**config.mk**
```make
export PLATFORM = sky130hd
export DESIGN_NAME = zero_sched
export DESIGN_NICKNAME = d
export VERILOG_FILES = /design/src/rtl/zero_sched_pkg.sv /design/src/rtl/zero_sched_nor16.sv /design/src/rtl/zero_sched.sv
export SDC_FILE = /design/constraint.sdc
export NUM_CORES = 1
export LEC_CHECK = 0
export ABC_AREA = 0
export CAP_MARGIN = 20
export CORE_UTILIZATION = 40
export DETAILED_ROUTE_END_ITERATION = 10
export DONT_BUFFER_PORTS = 1
export PLACE_DENSITY_LB_ADDON = 0.1
export SLEW_MARGIN = 10
export SYNTH_ARGS = -nofsm -noshare
export SYNTH_HDL_FRONTEND = slang
export SYNTH_SLANG_ARGS = --single-unit
export TNS_END_PERCENT = 10
```
**constraint.sdc**
```tcl
create_clock -name clk -period 6.3 [get_ports clk]
set_input_delay 1.26 -clock clk [delete_from_list [all_inputs] [get_ports clk]]
set_output_delay 1.26 -clock clk [all_outputs]
set_load 0.02 [all_outputs]
```
**src/rtl/zero_sched_pkg.sv**
```systemverilog
// zero_sched_pkg
//   Shared types and constants for the zero_sched multi-cycle zero detector.
//   - state_t   : controller states (IDLE, SCAN, DONE)
//   - req_id_t  : requester identity (REQ_A = ALU flags, REQ_B = branch unit)
//   - SLICE_W   : width of the single NOR zero-detect slice
//   - arbitrate : round-robin pick between the two requesters
package zero_sched_pkg;

  localparam int SLICE_W = 16;

  typedef enum logic [1:0] {
    IDLE = 2'd0,
    SCAN = 2'd1,
    DONE = 2'd2
  } state_t;

  typedef enum logic {
    REQ_A = 1'b0,
    REQ_B = 1'b1
  } req_id_t;

  // A lone requester always wins; on a tie the port that was not served
  // last wins, so neither requester can starve the other.
  function automatic req_id_t arbitrate(input logic    req_a,
                                        input logic    req_b,
                                        input req_id_t last_grant);
    req_id_t pick;
    if (req_a && req_b) begin
      pick = (last_grant == REQ_A) ? REQ_B : REQ_A;
    end else if (req_b) begin
      pick = REQ_B;
    end else begin
      pick = REQ_A;
    end
    return pick;
  endfunction

endpackage

```
**src/rtl/zero_sched_nor16.sv**
```systemverilog
// nor16
//   16-input NOR zero-detect slice shared by both requesters.
//   Ports:
//     a : 16-bit slice of the operand under test
//     y : 1 when every bit of a is zero
module nor16 (
  input  logic [15:0] a,
  output logic        y
);

  assign y = ~|a;

endmodule

```
**src/rtl/zero_sched.sv**
```systemverilog
// zero_sched
//   Multi-cycle zero detector and round-robin arbiter. Port A (ALU flags)
//   and port B (CBZ/CBNZ branch unit) share one nor16 slice. The winning
//   operand is captured, then scanned one 16-bit slice per cycle, stopping
//   at the first non-zero slice. The result is tagged with its owner.
//   Ports:
//     clk            : rising-edge clock
//     reset          : synchronous, active-low reset
//     req_a, data_a  : requester A level request and operand
//     req_b, data_b  : requester B level request and operand
//     gnt_a, gnt_b   : one-cycle pulse in the first SCAN cycle after capture
//     busy           : high while in SCAN or DONE
//     done           : one-cycle result-valid pulse
//     done_id        : owner of the last result (0 = A, 1 = B), held
//     zero           : 1 iff the last captured operand was all-zero, held
module zero_sched
  import zero_sched_pkg::*;
#(
  parameter int WIDTH  = 64,
  parameter int SLICES = WIDTH / SLICE_W
) (
  input  logic             clk,
  input  logic             reset,
  input  logic             req_a,
  input  logic [WIDTH-1:0] data_a,
  input  logic             req_b,
  input  logic [WIDTH-1:0] data_b,
  output logic             gnt_a,
  output logic             gnt_b,
  output logic             busy,
  output logic             done,
  output logic             done_id,
  output logic             zero
);

  localparam int              CNT_W    = (SLICES > 1) ? $clog2(SLICES) : 1;
  localparam logic [CNT_W-1:0] CNT_LAST = CNT_W'(SLICES - 1);
  localparam logic [CNT_W-1:0] CNT_ONE  = CNT_W'(1);

  // Control state
  state_t           state_q,   state_d;
  logic [CNT_W-1:0] cnt_q,     cnt_d;
  logic             acc_q,     acc_d;
  req_id_t          last_q,    last_d;
  logic             gnt_a_q,   gnt_a_d;
  logic             gnt_b_q,   gnt_b_d;
  logic             zero_q,    zero_d;
  req_id_t          done_id_q, done_id_d;

  // Captured operand and its owner (data path, not reset)
  logic [SLICES-1:0][SLICE_W-1:0] op_q, op_d;
  req_id_t                        owner_q, owner_d;

  logic [SLICE_W-1:0] slice;
  logic               nor_out;
  req_id_t            winner;

  // Slice mux -> nor16 is the critical path into next-state/zero logic.
  assign slice = op_q[cnt_q];

  nor16 u_nor16 (
    .a (slice),
    .y (nor_out)
  );

  assign winner = arbitrate(req_a, req_b, last_q);

  always_comb begin
    state_d   = state_q;
    cnt_d     = cnt_q;
    acc_d     = acc_q;
    last_d    = last_q;
    zero_d    = zero_q;
    done_id_d = done_id_q;
    op_d      = op_q;
    owner_d   = owner_q;
    gnt_a_d   = 1'b0;
    gnt_b_d   = 1'b0;

    case (state_q)
      IDLE: begin
        if (req_a || req_b) begin
          op_d    = (winner == REQ_B) ? data_b : data_a;
          owner_d = winner;
          last_d  = winner;
          cnt_d   = '0;
          acc_d   = 1'b1;
          gnt_a_d = (winner == REQ_A);
          gnt_b_d = (winner == REQ_B);
          state_d = SCAN;
        end
      end

      SCAN: begin
        // acc carries "every slice so far was zero"; a non-zero slice ends
        // the scan immediately since the answer can no longer be 1.
        acc_d = acc_q & nor_out;
        if (!nor_out || (cnt_q == CNT_LAST)) begin
          zero_d    = acc_q & nor_out;
          done_id_d = owner_q;
          state_d   = DONE;
        end else begin
          cnt_d = cnt_q + CNT_ONE;
        end
      end

      DONE: begin
        state_d = IDLE;
      end

      default: begin
        state_d = IDLE;
      end
    endcase
  end

  always_ff @(posedge clk) begin
    op_q    <= op_d;
    owner_q <= owner_d;

    if (!reset) begin
      // last_grant starts at B so that A wins the first tie.
      state_q   <= IDLE;
      cnt_q     <= '0;
      acc_q     <= 1'b1;
      last_q    <= REQ_B;
      gnt_a_q   <= 1'b0;
      gnt_b_q   <= 1'b0;
      zero_q    <= 1'b0;
      done_id_q <= REQ_A;
    end else begin
      state_q   <= state_d;
      cnt_q     <= cnt_d;
      acc_q     <= acc_d;
      last_q    <= last_d;
      gnt_a_q   <= gnt_a_d;
      gnt_b_q   <= gnt_b_d;
      zero_q    <= zero_d;
      done_id_q <= done_id_d;
    end
  end

  assign gnt_a   = gnt_a_q;
  assign gnt_b   = gnt_b_q;
  assign busy    = (state_q != IDLE);
  assign done    = (state_q == DONE);
  assign done_id = done_id_q;
  assign zero    = zero_q;

endmodule

```
* After elaboration in Yosys (flattened, before gate mapping) *
Index checks and enable logic that the tools add are counted.

storage, ports and cells
  bits in registers = 75
  input port bits = 132
  output and inout port bits = 6
  logic and storage cells = 51

cells by class
  add/subtract/negate cells = 1
  magnitude comparators = 1
  eq/ne operators = 6
  muxes and demuxes = 14
  bitwise operators = 2
  reduce and logical (&&, ||, !) cells = 14

operators by type and width
  operator               number
  $mux W64               1
  $bmux W16 S2           1
  $mux W16               1
  $reduce_or A16 Y1      1
  $mux W2                4
  $pmux W2 S2            2
  $reduce_and A2 Y1      4
  $ne A2 B2 Y1 const B   3
  $reduce_and A3 Y1      2
  $eq A2 B2 Y1 const B   2
  $mux W1                4
  $reduce_bool A2 Y1     2
  $lt A2 B3 Y1 const B   1
  $add A2 B1 Y2 const B  1
  $eq A2 B1 Y1 const B   1
  $logic_not A2 Y1       1
  $logic_or A1 B1 Y1     2
  $pmux W1 S2            1
  $and A1 B1 Y1          1
  $logic_and A1 B1 Y1    1
  $logic_not A1 Y1       1
  $not A1 Y1             1

* Longest topological paths before layout *
Gate-level depths: netlist of run 1.

  depth after elaboration = 6
  mapped depth = 6
  gate-level depth less buffers = 6

* Modules after synthesis *
Synthesis of run 1 repeated with hierarchy kept, for this count alone.

second synthesis, totals
  cell total of the unflattened synthesis = 208
  area total of the unflattened synthesis = 3,681.0 µm²

modules (own cells, without submodules)
  module      times used  cells an instance  area each (µm²)  seq. area each (µm²)
  zero_sched  1           203                3,647.2          2,152.1
  nor16       1           5                  33.8             0.0

* Least setup slack after synthesis of run 1 *
Ideal clock, no wire load.

  kind = in2reg
  start = input req_b
  end = register op_q[0] in the netlist's numbering (enable)
  library setup time = 421 ps
  data arrival time = 2,720 ps
  data required time = 5,879 ps
  path slack = 3,158 ps
  stages = 2
  path buffers = 0
  cells stage by stage = o21ai_0 > inv_1

on the way
  cells in the longest elaborated chain, start to end = 2

RTL lines
  what                         RTL line           RTL
  start, declared              zero_sched.sv:26   input logic req_b,
  $logic_or A1 B1 Y1           zero_sched.sv:82   if (req_a || req_b) begin
  $reduce_and A2 Y1 (no line)  -
  end signal, assigned         zero_sched.sv:118  op_q <= op_d;
  end, declared                zero_sched.sv:51   logic [SLICES-1:0][SLICE_W-1:0] op_q, op_d;

Every way passes these cells.
A chain may end at the register's enable or synchronous reset.

* Worst setup path in the final report of run 1 *
  start = input req_b
  end = register op_q[9] in the netlist's numbering, data pin

on the way
  cells in the longest elaborated chain, start to end = 3
  elaborated cells on any way between the ends = 4
  those cells by class = mux: 3; reduce/logical: 1

RTL lines
  what                                                   RTL line                                    RTL
  $mux W1 / $logic_and A1 B1 Y1 (equally long branches)  zero_sched_pkg.sv:30, zero_sched_pkg.sv:28
  $mux W1 *                                              zero_sched_pkg.sv:28                        if (req_a && req_b) begin
  $mux W64 *                                             zero_sched.sv:83                            op_d = (winner == REQ_B) ? data_b : data_a;

Every way passes the cells marked *; elsewhere a longest branch is shown, timed or not.

==> impl_metrics.csv, run 1 <==
group,metric,value,unit
worst_setup_path,r2r_slack,4.02,ns
detailed_routing,wl,5.72,mm
pwr,combPwrFrac,0.082,
timing,period_share,0.452,
grt,grt_pass1_vias,1932,
worst_setup_path,end_kind,"flip-flop",
worst_setup_path,critPathKind,"input pin to flip-flop",
worst_setup_path,r2r_end,"op_q[9]",
place,dp_hpwl,4.17,mm
worst_setup_path,reg2reg_depth,3,
timing,worst_slack,3.45,ns
pwr,p_leak,1.20,nW
detailed_routing,ant_nets,0,
pwr,p_seq_frac,0.538,
cts,path_clk_slew,0.07,ns
worst_setup_path,critical_path_arrival,2.93,ns
detailed_routing,drtIter0Drc,79,
logic_synthesis,synth_ff_type,"edfxtp_1",
pwr,pwr-share-clk,0.380,
floorplan,die_h,93.4,um
final_layout,fillCellCount,694,
cts,cts-root-buf,"clkbuf_8",
timing,finalSetupTns,0,ns
final_layout,multi_input_area,1160,sq um
worst_setup_path,cp_max_fo,38,
logic_synthesis,syn_area_per_cell,15.6,sq um
detailed_routing,first_pass_iters,3,
place,portBuffers,0,
timing,finalHoldViolCount,0,
worst_setup_path,reg2reg_from,"last_q",
pwr,powerDensity,312,nW/um^2
final_layout,antenna_cells,0,
cts,clk_latency,0.33,ns
grt,grt_max_degree,39,
final_layout,drive_above_1_share,0.384,
worst_hold_path,min-delay-start,"acc_q",
logic_synthesis,ys_seq_elements,75,
detailed_routing,drt-vias-per-instance,5.44,
pwr,switching_share,0.202,
timing,fmax,0.351,GHz
pwr,p_int,0.923,mW
grt,grt_usage,0.140,
timing,fin_worst_skew,0.00983,ns
detailed_routing,drc,0,
cts,cts.sinks,75,
logic_synthesis,ys_types,34,
detailed_routing,detail_route.wl_per_cell,17.6,um
logic_synthesis,synth_seq_area_share,0.645,
logic_synthesis,syn_nets,347,
detailed_routing,dr_total_vias,1774,
place,place_ws,3.06,ns
cts,ctsHoldBuffers,0,
outcome,outcome,"finished clean",
pwr,p_sw,0.233,mW
cts,clockBufferDepth,2,
logic_synthesis,yosysWarnings,0,
final_layout,ff_latch_area,2150,sq um
timing,setup_viol,0,
final_layout,nNetsFinal,352,
floorplan,fp.coreArea,7890,sq um
worst_hold_path,holdPathStages,2,
floorplan,die_w,93.4,um
place,gp_congestion,0.694,
final_layout,syn2layout_area_growth,10.9,%
logic_synthesis,syn_area,3340,sq um
floorplan,pin_count,138,
worst_hold_path,hold_path_class,"flip-flop to flip-flop",
cts,htree_levels,3,
final_layout,final_cell_mix,"edfxtp_1, mux2_2, nor4_1",
timing,period_needed,2.85,ns
worst_setup_path,cp.required,6.38,ns
cts,numCtsBuffers,9,
timing,slew_violations,0,
grt,grt_pass1_wl,9.04,mm
job,cap_violations,0,
grt,grt_overflow,0,
worst_setup_path,start_kind,"input pin",
timing,slew_headroom,0.395,
logic_synthesis,synth-edff-count,65,
cts,postCtsSetupBuffers,0,
final_layout,finalNonFillerCells,326,
cts,post_cts_resized,0,
timing,worst_pin_slew,0.906,ns
final_layout,layout_commonest_cell,"edfxtp_1",
pwr,total_power,1.16,mW
pwr,ir_drop,0.125,mV
floorplan,rows,32,
place,placedCellCount,310,
timing,rsz0062_at_grt,"false",
worst_hold_path,hold_end,"zero",
floorplan,initial_utilization,0.423,
cts,cts_tree,"yes",
final_layout,post-route-util,0.469,
floorplan,die-area,8720,sq um
grt,antenna_found_initial,0,
logic_synthesis,async_flop_share,0,
logic_synthesis,synth_cells,214,
kinds of logic (layout without fill, tap and decap cells):
family                     count (synthesis)  in the layout  share of synthesized area
AOI/OAI and AO/OA                         10             10                     0.0217
adders and majority gates                  1              1                    0.00375
buffers and inverters                     10             20                     0.0124
DFF                                       75             75                      0.645
muxes                                     67             67                      0.225
and+or+nand+nor                           51             51                     0.0926
flip-flops by register name, summed over array words and instances, names as in the netlist:
signal   count
gnt_a        1
acc_q        1
zero         1
last_q       1
done_id      1
gnt_b        1
cnt_q        2
state_q      2
owner_q      1
op_q        64
cell usage after synthesis, types with 2 or more instances:
cell,n,area [sq um]
and3_1,2,12.5
buf_2,3,15.0
clkbuf_1,5,18.8
dfxtp_1,10,200
edfxtp_1,65,1950
inv_1,2,7.51
mux2_2,64,721
mux2i_1,3,30.0
nand2_1,7,26.3
nand2b_1,2,12.5
nand3_1,4,20.0
nand4_1,3,18.8
nor2_1,8,30.0
nor2b_1,2,12.5
nor3_1,2,10.0
nor3b_1,2,15.0
nor4_1,11,68.8
nor4b_1,2,17.5
o21ai_0,2,10.0
critical path: stages:
cell and delay (ns):
a21boi_4 0.71, buf_4 0.54, mux2_2 0.40
worst max path at each step:
stage / start / endpoint / cells past startpoint
detailed placement: req_b / op_q[52] / 3
finish: req_b / op_q[9] / 3
global route: req_b / op_q[2] / 3
CTS: req_b / op_q[1] / 3
global placement: req_b / op_q[0] / 3
floorplan: req_b / op_q[0] / 2
cell type report:
| cell class | count | share of cell area |
|---|---|---|
| clock buffer | 11 | 0.0382 |
| clock inverter | 5 | 0.0274 |
| inverter | 2 | 0.00203 |
| multi-input combinational | 129 | 0.312 |
| sequential | 75 | 0.581 |
| tap | 102 | 0.0345 |
| timing repair buffer | 2 | 0.00406 |
power by group through the flow:
| stage | Combinational, mW | Sequential [mW] | Clock (mW) |
|---|---|---|---|
| 2_1_floorplan | 0.0789 | 0.631 | 0 |
| 3_3_place_gp | 0.0908 | 0.632 | 0 |
| 3_5_place_dp | 0.0968 | 0.634 | 0 |
| 4_1_cts | 0.0974 | 0.623 | 0.450 |
| 5_1_grt | 0.105 | 0.627 | 0.470 |
| 6_report | 0.0945 | 0.622 | 0.440 |
per-layer routing:
metal / up-vias / global-route usage / part of all wire
li1: 843 / - / -
met4: 0 / 0.0615 / 0.017
met1: 834 / 0.158 / 0.41
met5: - / 0 / 0
met2: 88 / 0.249 / 0.50
met3: 9 / 0.0374 / 0.070
per-stage QoR:
| stage | cell area, sq um | hold WS (ns) |
|---|---|---|
| after detailed placement | 3460 | 0.470 |
| after floorplan | 3340 | 0.448 |
| after global routing | 3700 | 0.526 |
| after global placement | 3460 | 0.460 |
| after CTS | 3700 | 0.482 |
| final | 3700 | 0.484 |
(Power assumes the default switching activity.)
==> run 2: changes to the inputs <==
==> constraint.sdc (replaced) <==
create_clock -name clk -period 2.7 [get_ports clk]
set_input_delay 0.54 -clock clk [delete_from_list [all_inputs] [get_ports clk]]
set_output_delay 0.54 -clock clk [all_outputs]
set_load 0.02 [all_outputs]
==> impl_metrics.csv, run 2 (synthesis gave the netlist of run 1 again) <==
group,metric,value,unit
outcome,outcome,"finished clean",
grt,grt_pass1_wl,8.95,mm
place,place_ws,0.703,ns
cts,htree_levels,3,
floorplan,initial_utilization,0.423,
detailed_routing,drtIter0Drc,81,
final_layout,nNetsFinal,354,
detailed_routing,dr_total_vias,1822,
floorplan,die-area,8720,sq um
worst_setup_path,cp.required,2.94,ns
place,gp_congestion,0.759,
worst_setup_path,cp_max_fo,7,
cts,postCtsSetupBuffers,0,
final_layout,final_cell_mix,"edfxtp_1, mux2_2, nor4_1",
cts,cts.sinks,75,
worst_setup_path,end_kind,"flip-flop",
final_layout,syn2layout_area_growth,11.6,%
final_layout,drive_above_1_share,0.394,
worst_setup_path,critPathKind,"flip-flop to flip-flop",
timing,worst_slack,0.690,ns
timing,rsz0062_at_grt,"false",
cts,post_cts_resized,0,
place,portBuffers,0,
worst_hold_path,hold_path_class,"input pin to flip-flop",
floorplan,die_h,93.4,um
floorplan,pin_count,138,
timing,fmax,0.498,GHz
detailed_routing,wl,6.04,mm
timing,finalSetupTns,0,ns
detailed_routing,first_pass_iters,4,
detailed_routing,detail_route.wl_per_cell,18.4,um
pwr,combPwrFrac,0.086,
pwr,p_leak,1.21,nW
worst_setup_path,critical_path_arrival,2.25,ns
cts,ctsHoldBuffers,0,
timing,slew_headroom,0.540,
floorplan,die_w,93.4,um
final_layout,largest-register,"op_q",
final_layout,largest_reg_flops,64,
pwr,p_sw,0.567,mW
pwr,p_int,2.14,mW
grt,grt_pass1_vias,1849,
timing,fin_worst_skew,0.0104,ns
cts,cts-root-buf,"clkbuf_8",
timing,period_share,0.744,
cts,cts_tree,"yes",
timing,worst_pin_slew,0.689,ns
pwr,switching_share,0.210,
final_layout,largest_registers,"op_q: 64 flops, cnt_q: 2 flops, state_q: 2 flops",
pwr,pwr-share-clk,0.376,
final_layout,antenna_cells,0,
grt,grt_overflow,0,
cts,path_clk_slew,0.08,ns
cts,numCtsBuffers,9,
floorplan,fp.coreArea,7890,sq um
pwr,powerDensity,726,nW/um^2
timing,finalHoldViolCount,0,
timing,slew_violations,0,
job,cap_violations,0,
floorplan,rows,32,
place,dp_hpwl,4.38,mm
cts,clockBufferDepth,2,
worst_setup_path,start_kind,"flip-flop",
timing,period_needed,2.01,ns
cts,clk_latency,0.34,ns
pwr,p_seq_frac,0.538,
final_layout,layout_commonest_cell,"edfxtp_1",
grt,grt_max_degree,39,
detailed_routing,drc,0,
detailed_routing,ant_nets,0,
grt,grt_usage,0.142,
pwr,ir_drop,0.284,mV
timing,setup_viol,0,
grt,antenna_found_initial,0,
detailed_routing,drt-vias-per-instance,5.55,
## run 2: cell count changes in the layout (fill, tap and decap cells not counted), sizes merged
| cell | change |
|---|---|
| clkbuf | -2 |
| buf | +2 |
| clkinv | +1 |
| inv | +1 |
## run 2: stage by stage
step	cells	area, sq um	power, mW	util	hold slack [ns]
floorplan	214	3340	1.66	-	0.448
global placement	312	3490	1.70	0.442	0.464
detailed placement	312	3490	1.72	0.442	0.467
CTS	328	3720	2.75	0.472	0.267
global route	328	3720	2.82	0.472	0.282
finish	328	3720	2.70	0.472	0.290
## run 2: path summary, 6_finish.rpt
check	from	endpoint	slack [ns]	cells after the start
setup reg to reg	cnt_q[0]	state_q[1]	0.69	6
setup / recovery	cnt_q[0]	state_q[1]	0.69	6
hold reg to reg	acc_q	zero	0.49	2
hold / removal	reset	last_q	0.29	1
## run 2: critical path: stages (launching register included)
cell     delay, ns
dfxtp_1       0.54
nor4b_1       0.28
nand4_1       0.16
nor4_1        0.34
nor3_1        0.12
o31a_1        0.30
and2_1        0.17
## run 2: power groups by stage
stage	clock network (mW)	registers, mW	logic, mW
5_1_grt	1.09	1.46	0.258
3_5_place_dp	0	1.48	0.238
4_1_cts	1.05	1.46	0.240
6_report	1.02	1.45	0.233
2_1_floorplan	0	1.47	0.184
3_3_place_gp	0	1.48	0.226
## run 2: cell type report
class	count	area (sq um)
Fill cell	683	4160
Sequential cell	75	2150
Multi-Input combinational cell	129	1160
Tap cell	102	128
Clock buffer	9	124
Clock inverter	7	115
Timing Repair Buffer	4	42.5
Inverter	2	7.51
## run 2: routing by layer
layer | wire, um | global-route usage | up-vias
met2 | 3070 | 0.241 | 97
met3 | 448 | 0.0504 | 10
li1 | - | - | 851
met1 | 2410 | 0.162 | 864
met5 | 0 | 0 | -
met4 | 108 | 0.0628 | 0
